<file path="src/rtl/qcs_dyn_pre_gen_trace_cap_if.sv">
// Drain port of the NHTP trace capture FIFO (show-ahead valid/ready).
interface qcs_dyn_pre_gen_trace_cap_if #(
  parameter int ENTRY_W = 77
);
  logic               rd_valid;
  logic               rd_ready;
  logic [ENTRY_W-1:0] rd_data;

  modport master (output rd_valid, output rd_data, input rd_ready);
  modport slave  (input rd_valid, input rd_data, output rd_ready);
endinterface

</file>
<file path="src/rtl/qcs_dyn_pre_gen_trace_cap.sv">
// Multi-channel NHTP read-request trace tap: stage 0 registers the request
// bus and TX context, stage 1 qualifies the capture and pushes one
// timestamped entry into a show-ahead FIFO drained over rd_if.
module qcs_dyn_pre_gen_trace_cap #(
  parameter int ADDR_DW   = 10,
  parameter int BW_W      = 2,
  parameter int GAMMA_W   = 4,
  parameter int SUBBAND_W = 4,
  parameter int N_CH      = 4,
  parameter int DEPTH     = 16,
  parameter int TS_W      = 16
) (
  input  logic                      clk,
  input  logic                      reset_n,
  input  logic                      cap_en,
  input  logic                      cap_clr,
  input  logic [1:0]                cap_mode,
  input  logic [N_CH-1:0]           ch_mask,
  input  logic [N_CH-1:0]           nhtp_re,
  input  logic [N_CH*ADDR_DW-1:0]   nhtp_raddr,
  input  logic [BW_W-1:0]           txconfig_bw,
  input  logic [BW_W-1:0]           sys_bw_mode,
  input  logic [SUBBAND_W-1:0]      config_mu_subband_present,
  input  logic [GAMMA_W-1:0]        config_gamma_rotation,
  input  logic [3:0]                n_tx,
  input  logic                      nhtp_4ch,
  qcs_dyn_pre_gen_trace_cap_if.master rd_if,
  output logic [$clog2(DEPTH):0]    fill_lvl,
  output logic [15:0]               drop_cnt,
  output logic                      cap_done
);
  localparam int ENTRY_W = TS_W + N_CH + N_CH*ADDR_DW + 2*BW_W + SUBBAND_W + GAMMA_W + 5;
  localparam int AW      = $clog2(DEPTH);

  // stage 0 registers
  logic                         s0_en;
  logic [1:0]                   s0_mode;
  logic [N_CH-1:0]              s0_mask, s0_re;
  logic [N_CH-1:0][ADDR_DW-1:0] s0_addr;
  logic [BW_W-1:0]              s0_bw, s0_sbw;
  logic [SUBBAND_W-1:0]         s0_sub;
  logic [GAMMA_W-1:0]           s0_gam;
  logic [3:0]                   s0_ntx;
  logic                         s0_4ch;
  logic [TS_W-1:0]              s0_ts, ts;

  // per-channel address history
  logic [N_CH-1:0][ADDR_DW-1:0] hist;
  logic [N_CH-1:0]              hist_vld;

  // stage 1 / FIFO
  logic [N_CH-1:0]              eff, chg;
  logic [N_CH-1:0][ADDR_DW-1:0] addr_m;
  logic [ENTRY_W-1:0]           entry;
  logic [ENTRY_W-1:0]           mem [DEPTH];
  logic [AW-1:0]                wr_ptr, rd_ptr;
  logic [AW:0]                  cnt, cnt_nxt;
  logic                         live, is_m1, is_m2, cap_q, full, pop, wr, drop, done_set;

  // Capture the raw request bus and context; a clear discards anything in flight.
  always_ff @(posedge clk) begin
    if (!reset_n || cap_clr) begin
      s0_en <= 1'b0; s0_mode <= '0; s0_mask <= '0; s0_re <= '0; s0_addr <= '0;
      s0_bw <= '0; s0_sbw <= '0; s0_sub <= '0; s0_gam <= '0; s0_ntx <= '0;
      s0_4ch <= 1'b0; s0_ts <= '0;
    end else begin
      s0_en <= cap_en; s0_mode <= cap_mode; s0_mask <= ch_mask; s0_re <= nhtp_re;
      s0_addr <= nhtp_raddr; s0_bw <= txconfig_bw; s0_sbw <= sys_bw_mode;
      s0_sub <= config_mu_subband_present; s0_gam <= config_gamma_rotation;
      s0_ntx <= n_tx; s0_4ch <= nhtp_4ch; s0_ts <= ts;
    end
  end

  // Per-channel masking and address-change detection.
  for (genvar g = 0; g < N_CH; g++) begin : g_lane
    assign addr_m[g] = eff[g] ? s0_addr[g] : '0;
    assign chg[g]    = eff[g] && (!hist_vld[g] || (hist[g] != s0_addr[g]));
  end

  assign eff   = s0_re & s0_mask;
  assign live  = reset_n && !cap_clr;
  assign is_m1 = (s0_mode == 2'd1);
  assign is_m2 = (s0_mode == 2'd2);
  assign cap_q = live && s0_en && !cap_done && (|eff) && (!is_m1 || (|chg));
  assign full  = (cnt == (AW+1)'(DEPTH));
  assign pop   = live && (cnt != '0) && rd_if.rd_ready;
  assign wr    = cap_q && (!full || pop);
  // Single-shot never drops: a capture that meets a full FIFO just ends the shot.
  assign drop  = cap_q && full && !pop && !is_m2;
  assign cnt_nxt  = cnt + (AW+1)'(wr) - (AW+1)'(pop);
  assign done_set = is_m2 && cap_q && (cnt_nxt == (AW+1)'(DEPTH));
  assign entry = {s0_ts, eff, addr_m, s0_bw, s0_sbw, s0_sub, s0_gam, s0_ntx, s0_4ch};

  // History follows every qualified capture, including ones that get dropped.
  always_ff @(posedge clk) begin
    if (!reset_n) begin
      hist     <= '0;
      hist_vld <= '0;
    end else if (cap_clr) begin
      hist_vld <= '0;
    end else if (cap_q) begin
      for (int i = 0; i < N_CH; i++) begin
        if (eff[i]) begin
          hist[i]     <= s0_addr[i];
          hist_vld[i] <= 1'b1;
        end
      end
    end
  end

  // FIFO pointers and occupancy.
  always_ff @(posedge clk) begin
    if (!live) begin
      wr_ptr <= '0;
      rd_ptr <= '0;
      cnt    <= '0;
    end else begin
      if (wr)  wr_ptr <= wr_ptr + 1'b1;
      if (pop) rd_ptr <= rd_ptr + 1'b1;
      cnt <= cnt_nxt;
    end
  end

  // FIFO storage; content is only observable through rd_ptr while cnt != 0.
  always_ff @(posedge clk) begin
    if (wr) mem[wr_ptr] <= entry;
  end

  // Timestamp, drop accounting and single-shot completion.
  always_ff @(posedge clk) begin
    if (!live) begin
      ts       <= '0;
      drop_cnt <= '0;
      cap_done <= 1'b0;
    end else begin
      if (cap_en) ts <= ts + 1'b1;
      if (drop && (drop_cnt != 16'hFFFF)) drop_cnt <= drop_cnt + 16'd1;
      if (done_set) cap_done <= 1'b1;
    end
  end

  assign rd_if.rd_valid = (cnt != '0);
  assign rd_if.rd_data  = (cnt != '0) ? mem[rd_ptr] : '0;
  assign fill_lvl       = cnt;
endmodule

</file>
<file path="src/flat_wrapper.sv">
// flat-port wrapper written by rule: the top's interface ports become plain ports
module qcs_dyn_pre_gen_trace_cap_flat 
#(
  parameter int ADDR_DW   = 10,
  parameter int BW_W      = 2,
  parameter int GAMMA_W   = 4,
  parameter int SUBBAND_W = 4,
  parameter int N_CH      = 4,
  parameter int DEPTH     = 16,
  parameter int TS_W      = 16
)
  (clk, reset_n, cap_en, cap_clr, cap_mode, ch_mask, nhtp_re, nhtp_raddr, txconfig_bw, sys_bw_mode, config_mu_subband_present, config_gamma_rotation, n_tx, nhtp_4ch, fill_lvl, drop_cnt, cap_done, rd_if_rd_valid, rd_if_rd_data, rd_if_rd_ready);
  qcs_dyn_pre_gen_trace_cap_if #(.ENTRY_W((77))) rd_if_i ();
  input  logic clk;
  input  logic reset_n;
  input  logic cap_en;
  input  logic cap_clr;
  input  logic [1:0] cap_mode;
  input  logic [N_CH-1:0] ch_mask;
  input  logic [N_CH-1:0] nhtp_re;
  input  logic [N_CH*ADDR_DW-1:0] nhtp_raddr;
  input  logic [BW_W-1:0] txconfig_bw;
  input  logic [BW_W-1:0] sys_bw_mode;
  input  logic [SUBBAND_W-1:0] config_mu_subband_present;
  input  logic [GAMMA_W-1:0] config_gamma_rotation;
  input  logic [3:0] n_tx;
  input  logic nhtp_4ch;
  output logic [$clog2(DEPTH):0] fill_lvl;
  output logic [15:0] drop_cnt;
  output logic cap_done;
  output wire logic [$bits(rd_if_i.rd_valid)-1:0] rd_if_rd_valid;
  output wire logic [$bits(rd_if_i.rd_data)-1:0] rd_if_rd_data;
  input wire logic [$bits(rd_if_i.rd_ready)-1:0] rd_if_rd_ready;
  assign rd_if_rd_valid = rd_if_i.rd_valid;
  assign rd_if_rd_data = rd_if_i.rd_data;
  assign rd_if_i.rd_ready = rd_if_rd_ready;
  qcs_dyn_pre_gen_trace_cap #(.ADDR_DW(ADDR_DW), .BW_W(BW_W), .GAMMA_W(GAMMA_W), .SUBBAND_W(SUBBAND_W), .N_CH(N_CH), .DEPTH(DEPTH), .TS_W(TS_W)) u_core (.clk(clk), .reset_n(reset_n), .cap_en(cap_en), .cap_clr(cap_clr), .cap_mode(cap_mode), .ch_mask(ch_mask), .nhtp_re(nhtp_re), .nhtp_raddr(nhtp_raddr), .txconfig_bw(txconfig_bw), .sys_bw_mode(sys_bw_mode), .config_mu_subband_present(config_mu_subband_present), .config_gamma_rotation(config_gamma_rotation), .n_tx(n_tx), .nhtp_4ch(nhtp_4ch), .rd_if(rd_if_i), .fill_lvl(fill_lvl), .drop_cnt(drop_cnt), .cap_done(cap_done));
endmodule
</file>
<file path="config.mk">
export PLATFORM = sky130hd
export DESIGN_NAME = qcs_dyn_pre_gen_trace_cap_flat
export DESIGN_NICKNAME = d
export VERILOG_FILES = /design/src/rtl/qcs_dyn_pre_gen_trace_cap_if.sv /design/src/rtl/qcs_dyn_pre_gen_trace_cap.sv /design/src/flat_wrapper.sv
export SDC_FILE = /design/constraint.sdc
export NUM_CORES = 1
export LEC_CHECK = 0
export ABC_AREA = 1
export CAP_MARGIN = 0
export CORE_AREA = 2 2 373 375
export CTS_BUF_LIST = sky130_fd_sc_hd__clkbuf_2 sky130_fd_sc_hd__clkbuf_4 sky130_fd_sc_hd__clkbuf_8
export DETAILED_ROUTE_END_ITERATION = 8
export DIE_AREA = 0 0 375 377
export DONT_BUFFER_PORTS = 1
export GPL_TIMING_DRIVEN = 1
export MAX_ROUTING_LAYER = met4
export PLACE_DENSITY = 0.66
export SKIP_LAST_GASP = 1
export SLEW_MARGIN = 15
export SYNTH_ARGS = -nofsm -noshare
export SYNTH_HDL_FRONTEND = slang
export SYNTH_SLANG_ARGS = --single-unit
</file>
<file path="constraint.sdc">
create_clock -name clk -period 4.88 [get_ports clk]
set_clock_uncertainty 0.2 [all_clocks]
set_input_delay 0.488 -clock clk [delete_from_list [all_inputs] [get_ports clk]]
set_output_delay 0.488 -clock clk [all_outputs]
set_load 0.01 [all_outputs]
</file>
== After elaboration in Yosys (flattened, before gate mapping) ==
Memories as Yosys holds them, arrays and structs flattened. A register that Yosys moved wholly into a read port is not among the register bits.
Cells that the tools add are included.
Widths: inputs -> output; s select.
Cells by class
  bitwise logic cells: 3
  multiplexer cells: 9
  $add $sub $neg: 6
  reductions and logical operators: 48
  equal/unequal tests: 9
Operators by type and width (number)
  $mux 77: 1
  $mux 10: 4
  $ne 10x10->1: 4
  $add 16x1->16 const B: 2
  $logic_and 1x1->1: 18
  $ne 16x16->1 const B: 1
  $reduce_and 3->1: 4
  $logic_not 1->1: 11
  $eq 5x5->1 const B: 2
  $add 4x1->4 const B: 2
  $mux 4: 2
  $reduce_and 2->1: 4
  $reduce_or 4->1: 2
  $logic_or 1x1->1: 7
  $add 5x1->5: 1
  $reduce_bool 5->1: 1
  $sub 5x1->5: 1
  $and 4x4->4: 1
  $eq 2x1->1 const B: 1
  $eq 2x2->1 const B: 1
  $mux 1: 2
  $not 1->1: 2
  $reduce_or 2->1: 1
Storage, ports and cells
  logic and storage cells: 105
  bits in writable memories: 1232
  register bits after elaboration: 174
  memories kept: 1
  output and inout port bits: 100
Memory list
  u_core.mem: depth 16, width 77, read ports 1, clocked after Yosys merged registers in 1, wr ports 1, RTL line qcs_dyn_pre_gen_trace_cap.sv:55  | logic [ENTRY_W-1:0] mem [DEPTH];

== Depth between registers and ports, before layout ==
  word-level depth: 11
  gate-level depth with buffers: 22

== Worst setup path before layout ==
OpenSTA, ideal clock, no wires.
  path kind: flip-flop to flip-flop
  start: register u_core.cnt[2] (netlist: u_core.fill_lvl[2])
  end: memory u_core.mem[0][0], enable pin
  data arrival time: 4.722 ns
  slack: -0.555 ns
  path buffers: 0
  setup time: 0.513 ns
  cell stages (with the launch flop): 14
  path through: dfxtp_1 inv_1 ha_1 nand2_2 nor2_4 nand2_2 nand2_4 inv_4 nand2_4 nand3_2 nand2_1 inv_2 nand2_1 nor2_1
On the way
  longest elaborated chain between the ends: 7
  elaborated cells on any way between the ends: 9
  those cells by class: eq/ne: 1; mux: 2; reduce/logical: 6
RTL lines
  start: declaration: RTL line qcs_dyn_pre_gen_trace_cap.sv:57  | logic [AW:0] cnt, cnt_nxt;
  start signal: assignment: RTL line qcs_dyn_pre_gen_trace_cap.sv:120  | cnt <= cnt_nxt;
  $reduce_bool 5->1
  net rd_if_rd_valid: RTL line flat_wrapper.sv:31  | output wire logic [$bits(rd_if_i.rd_valid)-1:0] rd_if_rd_valid;
  $logic_and 1x1->1 (2 in a row): RTL line qcs_dyn_pre_gen_trace_cap.sv:86  | assign pop = live && (cnt != '0) && rd_if.rd_ready;
  $logic_or 1x1->1: RTL line qcs_dyn_pre_gen_trace_cap.sv:87  | assign wr = cap_q && (!full || pop);
  $logic_and 1x1->1: RTL line qcs_dyn_pre_gen_trace_cap.sv:87
  net u_core.wr: RTL line qcs_dyn_pre_gen_trace_cap.sv:58  | logic live, is_m1, is_m2, cap_q, full, pop, wr, drop, done_set;
  $mux 1: RTL line qcs_dyn_pre_gen_trace_cap.sv:126  | if (wr) mem[wr_ptr] <= entry;
  $mux 1 (not written as such): RTL line qcs_dyn_pre_gen_trace_cap.sv:126
  end: declaration: RTL line qcs_dyn_pre_gen_trace_cap.sv:55
The timed path passes the listed nets, and every way through them passes these cells.

==> run metrics <==
outcome=finished, final reports clean; Placer Congestion=0.8069; H-tree depth=4; post-synthesis sequential area ratio=0.7413; TNS Setup=0 ns; VDD IR max=about 0.2 mV; critical path endpoint category=output pin; first-pass GRT wire length=approximately 220000 µm; EDFF count, synth=roughly 1200; met1 usage=0.2781; Period Utilization, post-route=0.8879; DIE AREA=141400 µm²; Main synth FF type=edfxtp_1; max cap viols=0; clock buffer depth=3; crit-path max FO=approximately 180; CP bufs+invs=1; most frequent cell after synthesis=edfxtp_1; CTS Root Cell=clkbuf_8; largest net degree at the start of global routing=~190; Slew HR=0.1643; crit-path leading delay family=compound AO/OA/AOI/OAI gates; CP startpoint kind=flop; Synth top area share=0.6762; final WL=about 150000 µm; Clk Latency, worst-skew pair=about 0.91 ns; Synth Warn #=0; initial core utilization=0.3994; final setup vio count=0; CTS Buf Count=approximately 210; GR Overflow Total=0; layout cell share with drive strength beyond 1=0.1128; Die W=around 380 µm; Die Ht=377 µm; M2 GR Usage=0.3208; CP Cell Sequence=buf_12 -> o21ai_0 -> o221ai_1 -> o211ai_1 -> a21oi_1; P_leak=~21 nW; synthesized netlist cell count=roughly 4300; Avg WL per Cell=around 23 µm; Final min period=around 4.3 ns; Post-DP HPWL=around 77000 µm; drc violations=0; minimum hold slack=around 0.10 ns; CTS clk-pin slew, worst paths=about 0.07 ns; Syn Nets=roughly 4400; Max Clk Rate=approximately 230 MHz; Worst Path Required=roughly 4.2 ns; Post-CTS Resized=0; Via-to-Cell Ratio=around 5.6; TritonCTS Sinks=1410; via count=between 30000 and 40000; RSZ-0062 raised after global routing=no; number of port buffers=0; Final nets=around 4500; Tot Pwr=around 23 mW; Ports=172; Commonest cells post-synth=edfxtp_1 (1232), nor2_1 (819), o21ai_0 (670); Slew Viols, Final=0; synth unique cells=43; FP Rows=approximately 140; Post-synth ARST share=0; Slowest-stage cell, CP=dfxtp_4; antenna violations before repair=4; top cells by area, synth=edfxtp_1 (68%), dfxtp_1 (6.5%), o21ai_0 (6.1%); Synth area leader=edfxtp_1; Layout Area Growth over Synthesis=14.55%; Worst EP arrival=~3.6 ns; hold crit path type=primary input to flop; Global Route met3 Usage=0.04071; Crit Path Class=flop to output pin; Synth Cell Area=between 50000 and 60000 µm²; GR peak layer=met2; drt initial violations=approximately 4000; vias in the first global route=34811; DRT Pass-1 Iters=6; worst slew pin tran=approximately 1.2 ns; syn avg cell area=12.75 µm²; CTS tree=done; Hold Vio Cnt, Final=0; core footprint=137000 µm²; max incr delay on CP=0.73 ns; Yosys reg bits=between 1000 and 1500; GRT Util Overall=0.2079; final antenna-violating net count=0; Power Density=370.0 nW/µm²
[timing repair]
| item | CTS | global route |
|---|---|---|
| hold endpoints to repair | 156 | 0 |
| setup buffers | 0 | 0 |
| hold buffers | 118 | 0 |
[logic make-up (layout without fill, tap and decap cells)]
kind of cell | after synthesis | in the layout | share of synthesized area
DFF | 1410 | 1410 | 0.7413
buffers and inverters | 513 | 830 | 0.03737
adders and majority gates | 14 | 14 | 0.003339
other | 0 | 4 | 0
xor gates and xnor gates | 16 | 16 | 0.002561
and+or+nand+nor | 1112 | 1112 | 0.08169
AOI/OAI and AO/OA | 1226 | 1226 | 0.1337
[metal layers]
metal | vias up | part of all wire
li1 | 16104 | -
met1 | 17875 | 0.43
met2 | 1569 | 0.47
met3 | 237 | 0.082
met4 | 0 | 0.022
met5 | - | 0
[registers in the layout, indices dropped and copies added (netlist names), named ones only]
| register | flops |
|---|---|
| u_core.s0_sbw | 2 |
| u_core.s0_addr | 40 |
| u_core.s0_gam | 4 |
| u_core.s0_ts | 16 |
| u_core.hist_vld | 4 |
| u_core.s0_mask | 4 |
| u_core.rd_ptr | 4 |
| u_core.wr_ptr | 4 |
| u_core.s0_en | 1 |
| u_core.s0_mode | 2 |
| u_core.ts | 16 |
| u_core.hist | 40 |
| u_core.s0_ntx | 4 |
| u_core.fill_lvl | 5 |
| u_core.s0_bw | 2 |
| u_core.mem | 1232 |
| u_core.s0_sub | 4 |
| u_core.drop_cnt | 16 |
| u_core.s0_4ch | 1 |
| u_core.s0_re | 4 |
| u_core.cap_done | 1 |
[path summary, 6_finish.rpt]
path | depth (start not counted) | endpoint | slack [ns] | start
max | 5 | rd_if_rd_data[19] | 0.55 | flop
max reg2reg | 11 | u_core.mem[12][17]$_DFFE_PP_ | 0.96 | u_core.s0_mask[1]$_SDFF_PN0_
min reg2reg | 1 | u_core.hist_vld[2]$_SDFFE_PN0P_ | 0.26 | u_core.hist_vld[2]$_SDFFE_PN0P_
min | 3 | u_core.s0_sub[3]$_SDFF_PN0_ | 0.10 | config_mu_subband_present[3]
[through the flow]
step,cell area (µm²),cells,util,setup WS [ns]
2_1_floorplan,54710,4291,-,-0.5550
3_3_place_gp,56980,5880,0.4160,1.102
3_5_place_dp,56990,5880,0.4160,0.9978
4_1_cts,62620,6402,0.4571,0.4334
5_1_grt,62670,6405,0.4575,0.3300
6_report,62670,6406,0.4575,0.5472
[cell usage in the layout, fill, tap and decap left out, drive strengths merged]
cell,Yosys,routed
a21oi,147,147
nand4,14,14
fa,1,1
clkinv,1,74
dfxtp,178,178
o21a,5,5
o211ai,88,88
nor3,9,9
nand3,97,97
clkinvlp,0,3
inv,218,227
a31oi,1,1
diode,0,4
and3,1,1
bufinv,0,7
or2,4,4
nor4,2,2
clkbuf,228,312
xnor2,7,7
ha,13,13
o22a,1,1
nand2,156,156
o22ai,87,87
and2,1,1
edfxtp,1232,1232
buf,66,90
xor2,9,9
dlygate4sd3,0,117
nor2,828,828
a21boi,2,2
o21ai,674,674
o221ai,221,221
[worst reg2reg max path, stage by stage (launching register included)]
cell	delay, ns
dfxtp_1	0.31
nand2_1	0.06
inv_1	0.51
nand2_1	0.18
nand3_1	0.19
nor2_1	0.06
nor2_1	0.24
nand2_1	0.22
inv_2	0.21
nand2_1	0.27
nor2_4	0.67
buf_12	0.36
[area by class of cell]
| cell class | instances | area [µm²] |
|---|---|---|
| antenna | 4 | 10.01 |
| clock buffer | 312 | 3800 |
| clock inverter | 92 | 639.4 |
| fill | 12031 | 74310 |
| inverter | 219 | 849.6 |
| multi-input combinational | 2368 | 12280 |
| sequential | 1410 | 40570 |
| tap | 1794 | 2245 |
| timing repair buffer | 207 | 2272 |
[power breakdown]
group	internal, mW	switching (mW)	leakage [nW]
Clock	5.39	4.60	2.36
Combinational	0.0917	0.104	5.49
Sequential	13.0	0.0346	13.5
Total	18.5	4.74	21.3
Power figures use the tool's default switching activity.
